[src/rtl/lsu_bus_master.sv]
// rtl/lsu_bus_master.sv - load/store unit bus master (req/gnt/rvalid data bus).
// Define LSU_MISALIGN_TRAP_EN to trap misaligned accesses instead of issuing them.
module lsu_bus_master #(
  parameter int AW = 32
) (
  input  logic          clk_i,
  input  logic          rst_ni,
  input  logic          memrd_i,
  input  logic          memw_i,
  input  logic [2:0]    funct3_i,
  input  logic [AW-1:0] addr_i,
  input  logic [31:0]   wdata_i,
  output logic          stall_o,
  output logic [31:0]   rdata_o,
  output logic          misalign_o,
  output logic          data_req_o,
  output logic          data_we_o,
  output logic [AW-1:0] data_addr_o,
  output logic [3:0]    data_be_o,
  output logic [31:0]   data_wdata_o,
  input  logic          data_gnt_i,
  input  logic          data_rvalid_i,
  input  logic [31:0]   data_rdata_i
);

  typedef enum logic [1:0] {IDLE, REQ, RESP, DONE} state_e;

  state_e        state_q, state_d;
  logic          we_q, we_d;
  logic [AW-1:0] addr_q, addr_d;
  logic [2:0]    funct3_q, funct3_d;
  logic [3:0]    be_q, be_d;
  logic [31:0]   wdata_q, wdata_d;
  logic [31:0]   rdata_q, rdata_d;
`ifdef LSU_MISALIGN_TRAP_EN
  logic          misal_q, misal_d;
  logic          misal_new;
`endif

  logic          req_new;
  logic [3:0]    be_new;
  logic [31:0]   wdata_new;
  logic [7:0]    ld_byte;
  logic [15:0]   ld_half;
  logic [31:0]   ld_fmt;

  assign req_new = memrd_i | memw_i;

  // Lane placement is decided once, at acceptance, so the bus fields stay stable in REQ.
  always_comb begin
    be_new    = 4'b1111;
    wdata_new = wdata_i;
    case (funct3_i[1:0])
      2'b00: begin
        be_new    = 4'b0001 << addr_i[1:0];
        wdata_new = {4{wdata_i[7:0]}};
      end
      2'b01: begin
        be_new    = 4'b0011 << {addr_i[1], 1'b0};
        wdata_new = {2{wdata_i[15:0]}};
      end
      default: ;
    endcase
  end

`ifdef LSU_MISALIGN_TRAP_EN
  assign misal_new = ((funct3_i[1:0] == 2'b01) && addr_i[0]) ||
                     (funct3_i[1] && (addr_i[1:0] != 2'b00));
`endif

  always_comb begin
    ld_byte = data_rdata_i[7:0];
    case (addr_q[1:0])
      2'b01:   ld_byte = data_rdata_i[15:8];
      2'b10:   ld_byte = data_rdata_i[23:16];
      2'b11:   ld_byte = data_rdata_i[31:24];
      default: ;
    endcase
    ld_half = addr_q[1] ? data_rdata_i[31:16] : data_rdata_i[15:0];
    case (funct3_q[1:0])
      2'b00:   ld_fmt = {{24{~funct3_q[2] & ld_byte[7]}}, ld_byte};
      2'b01:   ld_fmt = {{16{~funct3_q[2] & ld_half[15]}}, ld_half};
      default: ld_fmt = data_rdata_i;
    endcase
  end

  always_comb begin
    state_d    = state_q;
    we_d       = we_q;
    addr_d     = addr_q;
    funct3_d   = funct3_q;
    be_d       = be_q;
    wdata_d    = wdata_q;
    rdata_d    = rdata_q;
`ifdef LSU_MISALIGN_TRAP_EN
    misal_d    = misal_q;
`endif
    stall_o    = 1'b0;
    data_req_o = 1'b0;
    case (state_q)
      IDLE: begin
        stall_o = req_new;
        if (req_new) begin
          we_d     = memw_i;
          addr_d   = addr_i;
          funct3_d = funct3_i;
          be_d     = be_new;
          wdata_d  = wdata_new;
          state_d  = REQ;
`ifdef LSU_MISALIGN_TRAP_EN
          misal_d  = misal_new;
          if (misal_new) state_d = DONE;
`endif
        end
      end
      REQ: begin
        stall_o    = 1'b1;
        data_req_o = 1'b1;
        if (data_gnt_i) begin
          if (we_q) begin
            state_d = DONE;
          end else if (data_rvalid_i) begin
            rdata_d = ld_fmt;
            state_d = DONE;
          end else begin
            state_d = RESP;
          end
        end
      end
      RESP: begin
        stall_o = 1'b1;
        if (data_rvalid_i) begin
          rdata_d = ld_fmt;
          state_d = DONE;
        end
      end
      default: state_d = IDLE;
    endcase
  end

  always_ff @(posedge clk_i or negedge rst_ni) begin
    if (!rst_ni) begin
      state_q  <= IDLE;
      we_q     <= 1'b0;
      addr_q   <= '0;
      funct3_q <= 3'b000;
      be_q     <= 4'b0000;
      wdata_q  <= 32'h0;
      rdata_q  <= 32'h0;
`ifdef LSU_MISALIGN_TRAP_EN
      misal_q  <= 1'b0;
`endif
    end else begin
      state_q  <= state_d;
      we_q     <= we_d;
      addr_q   <= addr_d;
      funct3_q <= funct3_d;
      be_q     <= be_d;
      wdata_q  <= wdata_d;
      rdata_q  <= rdata_d;
`ifdef LSU_MISALIGN_TRAP_EN
      misal_q  <= misal_d;
`endif
    end
  end

  assign data_we_o    = we_q;
  assign data_addr_o  = {addr_q[AW-1:2], 2'b00};
  assign data_be_o    = be_q;
  assign data_wdata_o = wdata_q;

`ifdef LSU_MISALIGN_TRAP_EN
  assign misalign_o = (state_q == DONE) && misal_q;
  assign rdata_o    = misalign_o ? 32'h0 : rdata_q;
`else
  assign misalign_o = 1'b0;
  assign rdata_o    = rdata_q;
`endif

endmodule

[config.mk]
export PLATFORM = sky130hd
export DESIGN_NAME = lsu_bus_master
export DESIGN_NICKNAME = d
export VERILOG_FILES = /design/src/rtl/lsu_bus_master.sv
export SDC_FILE = /design/constraint.sdc
export NUM_CORES = 1
export LEC_CHECK = 0
export CORE_MARGIN = 3
export CORE_UTILIZATION = 41
export CTS_CLUSTER_DIAMETER = 60
export DETAILED_ROUTE_END_ITERATION = 10
export MAX_ROUTING_LAYER = met4
export PLACE_DENSITY = 0.84
export SETUP_SLACK_MARGIN = 0.2
export SLEW_MARGIN = 15
export SYNTH_ARGS = -nofsm -noshare
export SYNTH_HDL_FRONTEND = slang
export SYNTH_SLANG_ARGS = --single-unit
[constraint.sdc]
create_clock -name clk_i -period 2.4 [get_ports clk_i]
set_input_delay 0.72 -clock clk_i [delete_from_list [all_inputs] [get_ports clk_i]]
set_output_delay 0.72 -clock clk_i [all_outputs]
set_load 0.02 [all_outputs]
==> reports/qor.csv, run 1 <==
metric;value;unit
run status;finished clean;
Final Hold Fails;0;
achievable frequency;462;MHz
average vias per placed instance;5.20;
data required time of the critical path;1.68;ns
number of port buffers;205;
worst-case clock skew;0.00316;ns
arrival time of data at the critical path endpoint;1.44;ns
number of design rule violations left after detail routing;0;
cell count after synthesis;493;
clock tree root driver cell;clkbuf_16;
overall die area;0.0138;mm²
Internal Power;6.22;mW
Hold Worst Slack;0.363;ns
largest net degree at the start of global routing;102;
Worst IR Drop VDD;0.778;mV
worst rel slew slack;0.518;
number of synthesis warnings;0;
top flip-flop cell by instance count after synthesis;dfrtp_1;
maximum capacitance violations;0;
worst path bufs/invs;2;
initial drt markers;274;
clock transition at the registers of the reported paths;0.07;ns
Worst Setup Slack, final;0.237;ns
final setup violation count;0;
cell count after placement;820;
critical path startpoint category;register;
width of the die;118;µm
final estimated routing congestion in global placement;0.843;
unrepaired setup endpoints after global routing;yes;
DIE HEIGHT;118;µm
net switching power;3.94;mW
commonest non-fill, non-tap cell in the layout;clkdlybuf4s50_1;
max-slew violations;0;
top library cells by usage in the layout, fill and taps aside;200 x clkdlybuf4s50_1, 106 x dfrtp_1, 61 x nand2_1, 54 x o21ai_0, 44 x mux2_2;
global-route wire length before repair;22.7;mm
# diodes;0;
count of nets after finishing;772;
TritonRoute pass-1 iters;6;
wire length after detailed routing;14.0;mm
growth of design area from synthesis to finish;46.3;%
buffer depth of the longest clock path;2;
Clock Power Share;0.158;
routed len/inst;16.8;µm
Logic pwr share;0.522;
number of clock sinks;106;
sequential share of power;0.320;
global route overflow;0;
share of synthesized registers carrying an async set or reset;1.00;
Largest delay share family, worst path;flip-flops;
Largest stage delay, worst path;0.41;ns
Max FO, Critical Path;4;
initial antenna violation count;0;
minimum setup slack after placement;-0.390;ns
endpoint kind of the worst setup timing path;output pin;
Leak Pwr;3.23;nW
Worst Setup Path Type;register to output pin;
HPWL Detailed;10.6;mm
CTS Buf Count;9;
power density over the cells;1360;mW/mm²
number of placed I/O pins;209;
switching power share of the total;0.388;
vias in the first global route;4604;
pin slew with the least headroom to its limit;0.724;ns
maximum level of the CTS H-tree;3;
fraction of final layout cells sized beyond drive strength 1;0.127;
vias;4346;
post-route non-filler standard cell count;835;
clk_lat worst skew;0.35;ns
Post-Synthesis Mean Instance Area;10.4;µm²
kind of path behind the tightest hold check;primary input to asynchronous set/reset pin;
worst setup slack for register-to-register paths;0.44;ns
global routing usage summed across all routing layers;0.207;
remaining antenna violation count after routing;0;
CTS tree;built;
Netlist cell types;35;
Seq/Total Area, Yosys;0.519;
row count;40;
summed negative setup slack over all endpoints;0;ns
starting density of the core;0.422;
buffers inserted by post-CTS timing repair;0;
slowest cell on the critical path;dfrtp_1;
cells along the critical path;inv_1 > ha_4 > o21ai_4 > a21oi_2 > buf_4;
register bit total from synthesis;106;
summed instance area of the synthesized netlist;0.00511;mm²
min cycle time layout;2.16;ns
Core ar.;0.0121;mm²
final worst-path cycle share;0.901;
Post-synth EDFFs;0;
## power by group through the flow
stage / registers (mW) / logic [mW] / clock network [mW]
floorplan: 3.77 / 2.73 / 0
global placement: 3.23 / 5.17 / 0
detailed placement: 3.27 / 5.32 / 0
CTS: 3.25 / 5.31 / 1.65
global route: 3.38 / 5.69 / 1.72
finish: 3.25 / 5.30 / 1.61
## cell usage after synthesis (3+ instances only)
library cell	n	share of area
nand2b_1	3	0.0037
clkbuf_1	19	0.014
buf_2	10	0.0098
o21ai_0	55	0.054
mux2_2	44	0.097
ha_1	4	0.0098
nor2_1	17	0.012
mux2i_1	32	0.063
nand3b_1	6	0.0088
inv_1	8	0.0059
a21oi_1	24	0.023
o22a_1	7	0.012
nand2_1	61	0.045
buf_4	33	0.048
nor2b_1	3	0.0037
nand3_1	39	0.038
dfrtp_1	106	0.52
## area by class of cell
type                       instances  area, µm²
fill                             990       4630
multi-input combinational        316       2070
tap                              168        210
clock buffer                      11        253
sequential                       106       2650
clock inverter                     4       75.1
inverter                           8       30.0
timing repair buffer             222       2190
## stage by stage
step           instance area (µm²)   util  total power [mW]
3_5_place_dp                  7140  0.590              8.59
3_3_place_gp                  7140  0.590              8.40
5_1_grt                       7480  0.618              10.8
4_1_cts                       7470  0.616              10.2
6_report                      7480  0.618              10.2
2_1_floorplan                 5130      -              6.51
## logic make-up after synthesis
kind of cell    after synthesis  synth area share
buf+inv                      73            0.0832
fa+ha+maj                     4           0.00979
compound gates               99             0.110
other cells                   1          0.000733
simple gates                134             0.118
mux                          76             0.160
flops                       106             0.519
## sequential cells by signal, indices dropped and copies added, names as in the netlist
name          cells
addr_q           32
data_wdata_o     32
rdata_o          32
data_be_o         4
funct3_q          3
state_q           2
data_we_o         1
## timing repair
| item | in CTS | in global routing |
|---|---|---|
| setup endpoints to repair | 61 | 44 |
| hold buffers | 0 | 0 |
| gates cloned | 0 | 0 |
| hold endpoints to repair | 0 | 0 |
| gates resized for setup | 6 | 7 |
## per-layer routing
layer | vias to the layer above | global-route usage | wire [µm]
li1 | 2002 | - | -
met1 | 2106 | 0.237 | 5470
met2 | 210 | 0.336 | 7000
met3 | 28 | 0.0697 | 1190
met4 | 0 | 0.0857 | 344
met5 | - | - | 0
## worst paths after layout
path                       cells after the start        startpoint          endpoint
min reg2reg                                    2  data_wdata_o[23]  data_wdata_o[23]
max reg2reg                                    4       funct3_q[0]       rdata_o[31]
min in group clk_i                             2  data_wdata_o[23]  data_wdata_o[23]
min                                            1            rst_ni  data_wdata_o[27]
max in group asynchronous                      2            rst_ni        addr_q[31]
max                                            5        state_q[0]           stall_o
Note: power is estimated with default switching activity, not from simulation.
==> run 2, diff against run 1 <==
--- a/config.mk
+++ b/config.mk
@@ -6,11 +6,11 @@
 export NUM_CORES = 1
 export LEC_CHECK = 0
 export CORE_MARGIN = 3
-export CORE_UTILIZATION = 41
+export CORE_UTILIZATION = 43
 export CTS_CLUSTER_DIAMETER = 60
 export DETAILED_ROUTE_END_ITERATION = 10
 export MAX_ROUTING_LAYER = met4
-export PLACE_DENSITY = 0.84
+export PLACE_DENSITY = 0.87
 export SETUP_SLACK_MARGIN = 0.2
 export SLEW_MARGIN = 15
 export SYNTH_ARGS = -nofsm -noshare
==> run 2 against run 1 <==
- via count grew 0.21%
- critical path type unchanged
- wire length grew 1.2%
- non-clock buffer count shrank 2
==> reports/qor.csv, run 2 (synthesis results as in run 1) <==
metric;value;unit;change
startpoint of the worst register-to-register path;funct3_q[0];;unchanged
total non-filler cell area in the finished layout;0.00743;mm²;was 0.00748 mm²
area taken by flip-flops and latches;0.00265;mm²;unchanged
Final Hold Fails;0;;unchanged
Worst IR Drop VDD;0.730;mV;was 0.778 mV
final estimated routing congestion in global placement;0.867;;was 0.843
min cycle time layout;2.17;ns;was 2.16 ns
clk_lat worst skew;0.34;ns;was 0.35 ns
final setup violation count;0;;unchanged
CTS Buf Count;9;;unchanged
worst setup slack for register-to-register paths;0.42;ns;was 0.44 ns
number of port buffers;205;;unchanged
global routing usage summed across all routing layers;0.218;;was 0.207
worst rel slew slack;0.506;;was 0.518
DIE HEIGHT;115;µm;was 118 µm
clock tree root driver cell;clkbuf_16;;unchanged
vias in the first global route;4584;;was 4604
number of design rule violations left after detail routing;0;;unchanged
area of the multi-input gates;0.00207;mm²;unchanged
kind of path behind the tightest hold check;primary input to asynchronous set/reset pin;;unchanged
CTS tree;built;;unchanged
initial drt markers;423;;was 274
vias;4355;;was 4346
number of clock sinks;106;;unchanged
fill count;924;;was 990
most heavily used metal layer in global routing;met2;;unchanged
Worst Setup Slack, final;0.235;ns;was 0.237 ns
final worst-path cycle share;0.902;;was 0.901
average vias per placed instance;5.38;;was 5.20
clock transition at the registers of the reported paths;0.07;ns;about the same
routed len/inst;17.5;µm;was 16.8 µm
TritonRoute pass-1 iters;7;;was 6
Max FO, Critical Path;4;;unchanged
count of nets after finishing;770;;was 772
global-route wire length before repair;22.2;mm;was 22.7 mm
buffers inserted by post-CTS timing repair;0;;unchanged
max-slew violations;0;;unchanged
row count;39;;was 40
minimum setup slack after placement;-0.386;ns;was -0.390 ns
power density over the cells;1370;mW/mm²;was 1360 mW/mm²
arrival time of data at the critical path endpoint;1.45;ns;was 1.44 ns
width of the die;115;µm;was 118 µm
buffer depth of the longest clock path;2;;unchanged
endpoint kind of the worst setup timing path;output pin;;unchanged
reg-to-reg critical path endpoint;rdata_o[23];;was rdata_o[31]
wire length after detailed routing;14.2;mm;was 14.0 mm
maximum level of the CTS H-tree;3;;unchanged
run status;finished clean;;unchanged
Leak Pwr;3.23;nW;about the same
launch point of the worst path;state_q[1];;was state_q[0]
overall die area;0.0132;mm²;was 0.0138 mm²
maximum capacitance violations;0;;unchanged
achievable frequency;462;MHz;about the same
GRT met3 Usage;0.0737;;was 0.0697
critical path startpoint category;register;;unchanged
top library cells by usage in the layout, fill and taps aside;200 x clkdlybuf4s50_1, 106 x dfrtp_1, 61 x nand2_1, 54 x o21ai_0, 44 x mux2_2;;unchanged
initial antenna violation count;0;;unchanged
global route overflow;0;;unchanged
fraction of final layout cells sized beyond drive strength 1;0.125;;was 0.127
total power draw;10.2;mW;about the same
summed negative setup slack over all endpoints;0;ns;unchanged
commonest non-fill, non-tap cell in the layout;clkdlybuf4s50_1;;unchanged
Worst Setup Path Type;register to output pin;;unchanged
starting density of the core;0.444;;was 0.422
growth of design area from synthesis to finish;45.4;%;was 46.3%
data required time of the critical path;1.68;ns;about the same
placed cell area;0.00711;mm²;was 0.00714 mm²
pin slew with the least headroom to its limit;0.741;ns;was 0.724 ns
number of placed I/O pins;209;;unchanged
remaining antenna violation count after routing;0;;unchanged
HPWL Detailed;10.8;mm;was 10.6 mm
Post-CTS Hold Fix Bufs;0;;unchanged
Core ar.;0.0115;mm²;was 0.0121 mm²
# diodes;0;;unchanged
met1 Resource Use GR;0.254;;was 0.237
unrepaired setup endpoints after global routing;yes;;unchanged
largest net degree at the start of global routing;102;;unchanged
worst-case reg-to-reg path depth;4;;unchanged
GR met2 Demand/Resource;0.357;;was 0.336
worst-case clock skew;0.00797;ns;was 0.00316 ns
[run 2: cell count changes in the layout (fill, tap and decap cells not counted)]
| cell | delta |
|---|---|
| buf_12 | +1 |
| buf_2 | +1 |
| buf_4 | -4 |
| clkbuf_1 | +1 |
| clkbuf_8 | -2 |
| clkinv_2 | +2 |
| clkinvlp_4 | -2 |
| inv_6 | +2 |
[run 2: what timing repair did]
item / 4_1_cts / 5_1_grt
endpoints found under the setup margin: 72 / 44
pin swaps: 0 / 0
resized for setup: 6 / 6
[run 2: metrics by stage]
step | cells | util | hold slack [ns]
2_1_floorplan | 495 | - | 0.424
6_report | 809 | 0.646 | 0.314
3_3_place_gp | 793 | 0.617 | 0.462
3_5_place_dp | 793 | 0.617 | 0.474
5_1_grt | 809 | 0.646 | 0.334
4_1_cts | 809 | 0.644 | 0.311
[run 2: cell type report]
class | instances | share of cell area
inverters | 8 | 0.00404
multi-input cells | 316 | 0.279
repair buffers | 220 | 0.294
clock inverters | 6 | 0.0118
well taps | 143 | 0.0241
flip-flops and latches | 106 | 0.357
clock buffers | 10 | 0.0308
[run 2: layer usage]
metal	vias to the layer above	routed length [µm]
met5	-	0
met4	0	289
met3	28	1460
met2	222	6970
met1	2100	5450
li1	2005	-
[run 2: worst max-delay path by stage]
| stage | endpoint | slack [ns] | cells after the start |
|---|---|---|---|
| finish | stall_o | 0.23 | 5 |
| global route | stall_o | 0.17 | 5 |
| CTS | stall_o | 0.04 | 4 |
| detailed placement | stall_o | -0.39 | 4 |
| global placement | stall_o | -0.39 | 4 |
| floorplan | stall_o | 0.20 | 4 |
[run 2: power breakdown]
part	switching (mW)	internal [mW]
clock network	0.656	0.919
logic	2.79	2.59
registers	0.552	2.68
[run 2: worst max-delay path: stages (launching register included)]
cell     delay, ns
dfrtp_1       0.41
inv_1         0.15
ha_4          0.19
o21ai_4       0.07
a21oi_2       0.13
buf_2         0.17
